--- src/rtl/cardinal_pkg.sv ---
// Shared packet layout, port indices and field helpers for the cardinal router.
package cardinal_pkg;
    localparam int PKT_W   = 64;
    localparam int VC_BIT  = 0;
    localparam int DIR_BIT = 1;
    localparam int HOP_MSB = 8;
    localparam int HOP_LSB = 15;

    localparam int CW    = 0;
    localparam int CCW   = 1;
    localparam int PE    = 2;
    localparam int NPORT = 3;
    localparam int NVC   = 2;

    // Bit 0 is the leftmost (VC) bit of the packet.
    typedef logic [0:PKT_W-1] pkt_t;

    function automatic logic [7:0] hop_of(pkt_t p);
        return p[HOP_MSB:HOP_LSB];
    endfunction

    function automatic pkt_t dec_hop(pkt_t p);
        pkt_t r;
        r = p;
        r[HOP_MSB:HOP_LSB] = p[HOP_MSB:HOP_LSB] - 8'd1;
        return r;
    endfunction
endpackage

--- src/rtl/cardinal_router_if.sv ---
// Link bundle of the cardinal router: three inputs, three outputs, phase flag.
interface cardinal_router_if;
    import cardinal_pkg::*;

    logic polarity;
    logic cwsi, ccwsi, pesi;
    logic cwri, ccwri, peri;
    pkt_t cwdi, ccwdi, pedi;
    logic cwso, ccwso, peso;
    logic cwro, ccwro, pero;
    pkt_t cwdo, ccwdo, pedo;

    // Environment side (upstream senders, downstream receivers, NIC).
    modport master (
        input  polarity,
        output cwsi, ccwsi, pesi,
        input  cwri, ccwri, peri,
        output cwdi, ccwdi, pedi,
        input  cwso, ccwso, peso,
        output cwro, ccwro, pero,
        input  cwdo, ccwdo, pedo
    );

    // Router side.
    modport slave (
        output polarity,
        input  cwsi, ccwsi, pesi,
        output cwri, ccwri, peri,
        input  cwdi, ccwdi, pedi,
        output cwso, ccwso, peso,
        input  cwro, ccwro, pero,
        output cwdo, ccwdo, pedo
    );
endinterface

--- src/rtl/cardinal_rr_arb2.sv ---
// Two-requester round-robin arbiter; priority toggles whenever a grant is used.
module cardinal_rr_arb2 (
    input  logic       clk,
    input  logic       reset,
    input  logic [1:0] req,
    input  logic       advance,
    output logic [1:0] gnt
);
    logic prio;

    // Grant requester 0 unless requester 1 holds priority and is asking.
    always_comb begin
        gnt = 2'b00;
        if (req[0] && (!prio || !req[1])) begin
            gnt = 2'b01;
        end else if (req[1]) begin
            gnt = 2'b10;
        end
    end

    // Priority flop; reset favours requester 0 (the ring input).
    always_ff @(posedge clk) begin
        if (reset) begin
            prio <= 1'b0;
        end else if (advance) begin
            prio <= ~prio;
        end
    end
endmodule

--- src/rtl/cardinal_router.sv ---
// Bidirectional ring router with PE port and two VCs; even/odd link phases.
module cardinal_router
    import cardinal_pkg::*;
(
    input  logic             clk,
    input  logic             reset,
    cardinal_router_if.slave bus
);
    logic       polarity;
    logic       si       [NPORT];
    logic       ro       [NPORT];
    pkt_t       di       [NPORT];
    logic       ri       [NPORT];
    logic       so       [NPORT];
    pkt_t       dout     [NPORT];
    logic       capture  [NPORT];
    pkt_t       in_buf   [NPORT][NVC];
    logic       in_full  [NPORT][NVC];
    pkt_t       out_buf  [NPORT][NVC];
    logic       out_full [NPORT][NVC];
    logic [1:0] arb_req  [NPORT][NVC];
    logic [1:0] arb_gnt  [NPORT][NVC];
    logic       taken    [NPORT][NVC];
    logic       load     [NPORT][NVC];
    pkt_t       ld_data  [NPORT][NVC];

    assign si[CW]  = bus.cwsi;
    assign si[CCW] = bus.ccwsi;
    assign si[PE]  = bus.pesi;
    assign ro[CW]  = bus.cwro;
    assign ro[CCW] = bus.ccwro;
    assign ro[PE]  = bus.pero;
    assign di[CW]  = bus.cwdi;
    assign di[CCW] = bus.ccwdi;
    assign di[PE]  = bus.pedi;

    assign bus.polarity = polarity;
    assign bus.cwri     = ri[CW];
    assign bus.ccwri    = ri[CCW];
    assign bus.peri     = ri[PE];
    assign bus.cwso     = so[CW];
    assign bus.ccwso    = so[CCW];
    assign bus.peso     = so[PE];
    assign bus.cwdo     = dout[CW];
    assign bus.ccwdo    = dout[CCW];
    assign bus.pedo     = dout[PE];

    // Link handshake: only the VC matching the current polarity is visible.
    always_comb begin
        for (int x = 0; x < NPORT; x++) begin
            ri[x]      = ~reset & ~in_full[x][polarity];
            so[x]      = ~reset & out_full[x][polarity] & ro[x];
            dout[x]    = out_buf[x][polarity];
            capture[x] = si[x] & ri[x] & (di[x][VC_BIT] == polarity);
        end
    end

    // Internal crossbar per VC; active only while the links serve the other VC.
    for (genvar v = 0; v < NVC; v++) begin : g_vc
        localparam logic VC_ID = (v == 1);
        logic active;
        logic cw_fwd, cw_eject, ccw_fwd, ccw_eject, pe_to_cw, pe_to_ccw;

        assign active    = (polarity != VC_ID);
        assign cw_fwd    = in_full[CW][v] & (hop_of(in_buf[CW][v]) != 8'd0);
        assign cw_eject  = in_full[CW][v] & (hop_of(in_buf[CW][v]) == 8'd0);
        assign ccw_fwd   = in_full[CCW][v] & (hop_of(in_buf[CCW][v]) != 8'd0);
        assign ccw_eject = in_full[CCW][v] & (hop_of(in_buf[CCW][v]) == 8'd0);
        assign pe_to_cw  = in_full[PE][v] & ~in_buf[PE][v][DIR_BIT];
        assign pe_to_ccw = in_full[PE][v] & in_buf[PE][v][DIR_BIT];

        // Requester 0 is always the ring input (cw input for the PE output).
        assign arb_req[CW][v]  = (active && !out_full[CW][v])  ? {pe_to_cw, cw_fwd}      : 2'b00;
        assign arb_req[CCW][v] = (active && !out_full[CCW][v]) ? {pe_to_ccw, ccw_fwd}    : 2'b00;
        assign arb_req[PE][v]  = (active && !out_full[PE][v])  ? {ccw_eject, cw_eject}   : 2'b00;

        assign taken[CW][v]  = arb_gnt[CW][v][0] | arb_gnt[PE][v][0];
        assign taken[CCW][v] = arb_gnt[CCW][v][0] | arb_gnt[PE][v][1];
        assign taken[PE][v]  = arb_gnt[CW][v][1] | arb_gnt[CCW][v][1];

        assign ld_data[CW][v]  = arb_gnt[CW][v][0]  ? dec_hop(in_buf[CW][v])  : in_buf[PE][v];
        assign ld_data[CCW][v] = arb_gnt[CCW][v][0] ? dec_hop(in_buf[CCW][v]) : in_buf[PE][v];
        assign ld_data[PE][v]  = arb_gnt[PE][v][0]  ? in_buf[CW][v]           : in_buf[CCW][v];

        for (genvar y = 0; y < NPORT; y++) begin : g_out
            assign load[y][v] = |arb_gnt[y][v];

            cardinal_rr_arb2 u_arb (
                .clk     (clk),
                .reset   (reset),
                .req     (arb_req[y][v]),
                .advance (load[y][v]),
                .gnt     (arb_gnt[y][v])
            );
        end
    end

    // Phase flag and all buffer state; captures and drains never share a VC in one cycle.
    always_ff @(posedge clk) begin
        if (reset) begin
            polarity <= 1'b0;
            for (int x = 0; x < NPORT; x++) begin
                for (int v = 0; v < NVC; v++) begin
                    in_buf[x][v]   <= '0;
                    in_full[x][v]  <= 1'b0;
                    out_buf[x][v]  <= '0;
                    out_full[x][v] <= 1'b0;
                end
            end
        end else begin
            polarity <= ~polarity;
            for (int x = 0; x < NPORT; x++) begin
                for (int v = 0; v < NVC; v++) begin
                    if (capture[x] && (v == int'(polarity))) begin
                        in_buf[x][v]  <= di[x];
                        in_full[x][v] <= 1'b1;
                    end else if (taken[x][v]) begin
                        in_full[x][v] <= 1'b0;
                    end
                    if (load[x][v]) begin
                        out_buf[x][v]  <= ld_data[x][v];
                        out_full[x][v] <= 1'b1;
                    end else if (so[x] && (v == int'(polarity))) begin
                        out_full[x][v] <= 1'b0;
                    end
                end
            end
        end
    end
endmodule

--- src/flat_wrapper.sv ---
// flat-port wrapper written by rule: the top's interface ports become plain ports
module cardinal_router_flat import cardinal_pkg::*;
  (clk, reset, bus_polarity, bus_cwsi, bus_ccwsi, bus_pesi, bus_cwri, bus_ccwri, bus_peri, bus_cwdi, bus_ccwdi, bus_pedi, bus_cwso, bus_ccwso, bus_peso, bus_cwro, bus_ccwro, bus_pero, bus_cwdo, bus_ccwdo, bus_pedo);
  cardinal_router_if bus_i ();
  input  logic clk;
  input  logic reset;
  output wire logic [$bits(bus_i.polarity)-1:0] bus_polarity;
  input wire logic [$bits(bus_i.cwsi)-1:0] bus_cwsi;
  input wire logic [$bits(bus_i.ccwsi)-1:0] bus_ccwsi;
  input wire logic [$bits(bus_i.pesi)-1:0] bus_pesi;
  output wire logic [$bits(bus_i.cwri)-1:0] bus_cwri;
  output wire logic [$bits(bus_i.ccwri)-1:0] bus_ccwri;
  output wire logic [$bits(bus_i.peri)-1:0] bus_peri;
  input wire logic [$bits(bus_i.cwdi)-1:0] bus_cwdi;
  input wire logic [$bits(bus_i.ccwdi)-1:0] bus_ccwdi;
  input wire logic [$bits(bus_i.pedi)-1:0] bus_pedi;
  output wire logic [$bits(bus_i.cwso)-1:0] bus_cwso;
  output wire logic [$bits(bus_i.ccwso)-1:0] bus_ccwso;
  output wire logic [$bits(bus_i.peso)-1:0] bus_peso;
  input wire logic [$bits(bus_i.cwro)-1:0] bus_cwro;
  input wire logic [$bits(bus_i.ccwro)-1:0] bus_ccwro;
  input wire logic [$bits(bus_i.pero)-1:0] bus_pero;
  output wire logic [$bits(bus_i.cwdo)-1:0] bus_cwdo;
  output wire logic [$bits(bus_i.ccwdo)-1:0] bus_ccwdo;
  output wire logic [$bits(bus_i.pedo)-1:0] bus_pedo;
  assign bus_polarity = bus_i.polarity;
  assign bus_i.cwsi = bus_cwsi;
  assign bus_i.ccwsi = bus_ccwsi;
  assign bus_i.pesi = bus_pesi;
  assign bus_cwri = bus_i.cwri;
  assign bus_ccwri = bus_i.ccwri;
  assign bus_peri = bus_i.peri;
  assign bus_i.cwdi = bus_cwdi;
  assign bus_i.ccwdi = bus_ccwdi;
  assign bus_i.pedi = bus_pedi;
  assign bus_cwso = bus_i.cwso;
  assign bus_ccwso = bus_i.ccwso;
  assign bus_peso = bus_i.peso;
  assign bus_i.cwro = bus_cwro;
  assign bus_i.ccwro = bus_ccwro;
  assign bus_i.pero = bus_pero;
  assign bus_cwdo = bus_i.cwdo;
  assign bus_ccwdo = bus_i.ccwdo;
  assign bus_pedo = bus_i.pedo;
  cardinal_router u_core (.clk(clk), .reset(reset), .bus(bus_i));
endmodule
--- config.mk ---
export PLATFORM = sky130hd
export DESIGN_NAME = cardinal_router_flat
export DESIGN_NICKNAME = d
export VERILOG_FILES = /design/src/rtl/cardinal_pkg.sv /design/src/rtl/cardinal_router_if.sv /design/src/rtl/cardinal_rr_arb2.sv /design/src/rtl/cardinal_router.sv /design/src/flat_wrapper.sv
export SDC_FILE = /design/constraint.sdc
export NUM_CORES = 1
export LEC_CHECK = 0
export BUFFER_PORTS_ARGS = -buffer_cell sky130_fd_sc_hd__buf_4
export CAP_MARGIN = 20
export CORE_ASPECT_RATIO = 0.75
export CORE_MARGIN = 5
export CORE_UTILIZATION = 35
export DETAILED_ROUTE_END_ITERATION = 12
export PLACE_DENSITY = 0.55
export SYNTH_ARGS = -nofsm -noshare
export SYNTH_HDL_FRONTEND = slang
export SYNTH_SLANG_ARGS = --single-unit
--- constraint.sdc ---
create_clock -name clk -period 4.1 [get_ports clk]
set_clock_uncertainty 0.05 [all_clocks]
set_input_delay 0.205 -clock clk [delete_from_list [all_inputs] [get_ports clk]]
set_output_delay 0.205 -clock clk [all_outputs]
set_load 0.03 [all_outputs]
==> results.py <==
metrics = {
    "setup_path": {
        "cp_max_fo": 63,
        "r2r-start": "u_core.in_buf[0][240]",
        "crit_top_cell": "buf_4",
        "arrival_ns": 3.49,
        "reg2reg_slack_ns": 0.74,
        "cp-end-kind": "output port",
        "endpoint": "bus_ccwdo[40]",
        "r2r_end": "u_core.out_buf[0][383]",
        "crit_family": "buffers and inverters",
        "crit_path_top_delay_cell": "buf_4",
        "start_kind": "flop",
        "path_buf_inv": 3,
        "cpPeakStageDelay_ns": 0.85,
        "rr_worst_depth": 8,
        "crit_required_ns": 3.85,
        "critPathKind": "flop to output port",
        "cp_cell_sequence": "buf_4 -> buf_4 -> mux2_2 -> buf_4",
        "critPathLaunch": "u_core.bus.polarity",
        "worstSetupPathDepth": 4,
    },
    "hold_path": {
        "min_path_cells": 3,
        "hold_class": "input port to flop",
    },
    "die": {
        "dieArea_um2": 111000,
        "die_w_um": 382,
        "ioPinCount": 399,
        "rows": 102,
        "die_y_um": 289,
        "start_util_pct": 35.2,
        "coreArea_um2": 103000,
    },
    "place": {
        "place.gp.congestion": 0.889,
        "dp.cells": 4327,
        "place_hpwl_um": 90500,
        "place_ws_ns": 0.813,
        "port_buffers": 398,
    },
    "timing": {
        "setup_ws_ns": 0.359,
        "fin_crit_ns": 3.74,
        "maxSlewHeadroom_pct": 26.1,
        "post-route-period-util_pct": 91.3,
        "hold_ws_ns": 0.0489,
        "finalSetupViolations": 0,
        "clock.fmax_mhz": 267,
        "finalSetupTns_ns": 0,
        "rsz0062_at_grt": "no",
        "worst_slew_pin_slew_ns": 1.11,
        "slew_viol_final": 0,
        "hold_viol_final": 0,
    },
    "routing": {
        "wire_per_inst_um": 30.7,
        "drt-total-wl_um": 144000,
        "dr.pass1.iters": 8,
        "drtAntennaViolNets": 0,
        "post-route-drc-count": 0,
        "drtIter0Drc": 4226,
        "viasPerCell": 5.95,
        "num_vias": 27805,
    },
    "logic_synthesis": {
        "synth_edf_count": 780,
        "synth_area_um2": 36400,
        "synthCells": 2762,
        "ys_types": 57,
        "async_flop_share_pct": 0,
        "synthFlopType": "edfxtp_1",
        "avgSynthCellArea_um2": 13.2,
        "synth-seq-cells": 787,
        "synth_warnings": 0,
        "yosysSeqAreaShare_pct": 64.8,
    },
    "power_and_ir_drop": {
        "netSwitchingFraction_pct": 26.4,
        "leakage_uw": 0.0162,
        "switching_power_uw": 5070,
        "p_per_area_nw_per_um2": 424,
        "vdd.ir_drop.worst_mv": 0.251,
        "p_int_uw": 14200,
        "clockPowerShare_pct": 37.4,
        "finalPower_uw": 19200,
        "power_frac_seq_pct": 50.0,
        "p_comb_share_pct": 12.6,
    },
    "final_layout": {
        "layout_commonest_cell": "edfxtp_1",
        "drive_gt1_share_pct": 24.8,
        "most-common-layout-cells": "edfxtp_1, buf_4, and2_1, nand4_1, mux2_2",
        "fin_cells": 4674,
        "synthToLayoutAreaGrowth_pct": 24.8,
        "fin_nets": 3458,
    },
    "global_route": {
        "grt_max_degree": 121,
        "grt_overflow": 0,
        "grt_pass1_wl_um": 200000,
        "grt_pass1_vias": 26963,
        "antenna_found_initial": 8,
        "track_usage_pct": 24.9,
    },
    "flow_run": {
        "drv_cap": 0,
    },
    "status": {
        "status": "complete, no violations",
    },
    "clock_tree": {
        "cts_sinks": 787,
        "cts_tree": "yes",
        "clockBufferDepth": 3,
        "clock_latency_ns": 0.65,
        "cts_root_buf": "clkbuf_16",
        "cts_buffers": 82,
        "clk_pin_slew_ns": 0.07,
        "cts.htree.levels": 3,
        "cts_setup_buffers": 0,
    },
}
## layout make-up
| cell class | count | area, um2 |
|---|---|---|
| diodes | 2 | 5.00 |
| clock buffers | 101 | 2140 |
| clock inverters | 49 | 369 |
| fillers | 9335 | 57900 |
| inverters | 15 | 58.8 |
| multi-input cells | 1700 | 11900 |
| flip-flops and latches | 787 | 23600 |
| well taps | 1352 | 1690 |
| repair buffers | 668 | 5660 |
## cells in the mapped netlist, types with 6 or more instances
cell type	n	share of area, %
edfxtp_1	780	64
and2_1	381	6.6
nand4_1	235	4.0
clkbuf_1	202	2.1
mux2_2	197	6.1
a21oi_1	132	1.8
a22o_1	120	2.9
a211oi_1	118	2.4
nand3_1	117	1.6
o21ai_0	114	1.6
nor2b_1	69	1.2
buf_2	50	0.69
nor2_1	31	0.32
buf_1	20	0.21
nor3_1	18	0.25
nand2_1	16	0.17
inv_1	15	0.15
nor3b_1	11	0.23
xnor2_1	11	0.26
xor2_1	11	0.26
a2111oi_0	10	0.24
nand3b_1	10	0.21
nor4_1	9	0.15
nand2b_1	8	0.14
dfxtp_1	7	0.39
or3_1	7	0.12
or2_2	6	0.10
## power by group through the flow
stage | sequential, uW | clock, uW | combinational [uW]
6_report | 9610 | 7210 | 2420
5_1_grt | 9630 | 7620 | 2520
4_1_cts | 9600 | 7280 | 2420
3_5_place_dp | 9760 | 0 | 2260
3_3_place_gp | 9760 | 0 | 2240
2_1_floorplan | 9630 | 0 | 1190
## worst min-delay path, cell delays in order
cell	delay (ns)
buf_4	0.13
nand2b_1	0.15
nor3_1	0.08
## state kept, by name, summed over array words and instances, names as in the netlist
name / count
u_core.in_buf: 384
u_core.out_buf: 384
u_core.g_vc.g_out.u_arb.prio: 6
u_core.in_full: 6
u_core.out_full: 6
u_core.bus.polarity: 1
## logic make-up after synthesis
| group | synth area share (%) |
|---|---|
| muxes | 6.15 |
| DFF | 64.8 |
| adders and majority gates | 0.138 |
| AOI/OAI and AO/OA | 9.63 |
| and+or+nand+nor | 15.6 |
| other | 0.0103 |
| buffers and inverters | 3.20 |
| xor gates and xnor gates | 0.530 |
## how the worst min path moves through the flow
stage          slack [ns]          from               endpoint
2_1_floorplan        0.35   bus_cwdi[0]    u_core.in_buf[0][0]
3_3_place_gp         0.44  bus_ccwdi[1]  u_core.in_buf[0][193]
3_5_place_dp         0.45  bus_pedi[55]  u_core.in_buf[0][311]
4_1_cts             0.008      bus_pesi  u_core.in_buf[0][319]
5_1_grt              0.03      bus_pesi  u_core.in_buf[0][319]
6_report             0.05      bus_pesi  u_core.in_buf[0][319]
## routing by layer
metal | global-route usage (%) | vias to the layer above | wire (um)
met1 | 35.5 | 13884 | 58500
li1 | - | 11596 | -
met5 | 0 | - | 19
met3 | 6.78 | 253 | 17900
met4 | 5.96 | 2 | 3750
met2 | 38.2 | 2070 | 63400
## repair_timing
item | in CTS | in global routing
hold buffers | 195 | 0
hold endpoints to repair | 387 | 0
resized for setup | 0 | 0
## metrics by stage
stage,area [um2],utilization [%]
2_1_floorplan,36400,-
3_3_place_gp,40900,39.6
3_5_place_dp,40900,39.6
4_1_cts,45400,44.0
5_1_grt,45400,44.0
6_report,45400,44.0
Note: power is estimated with default switching activity, not from simulation.
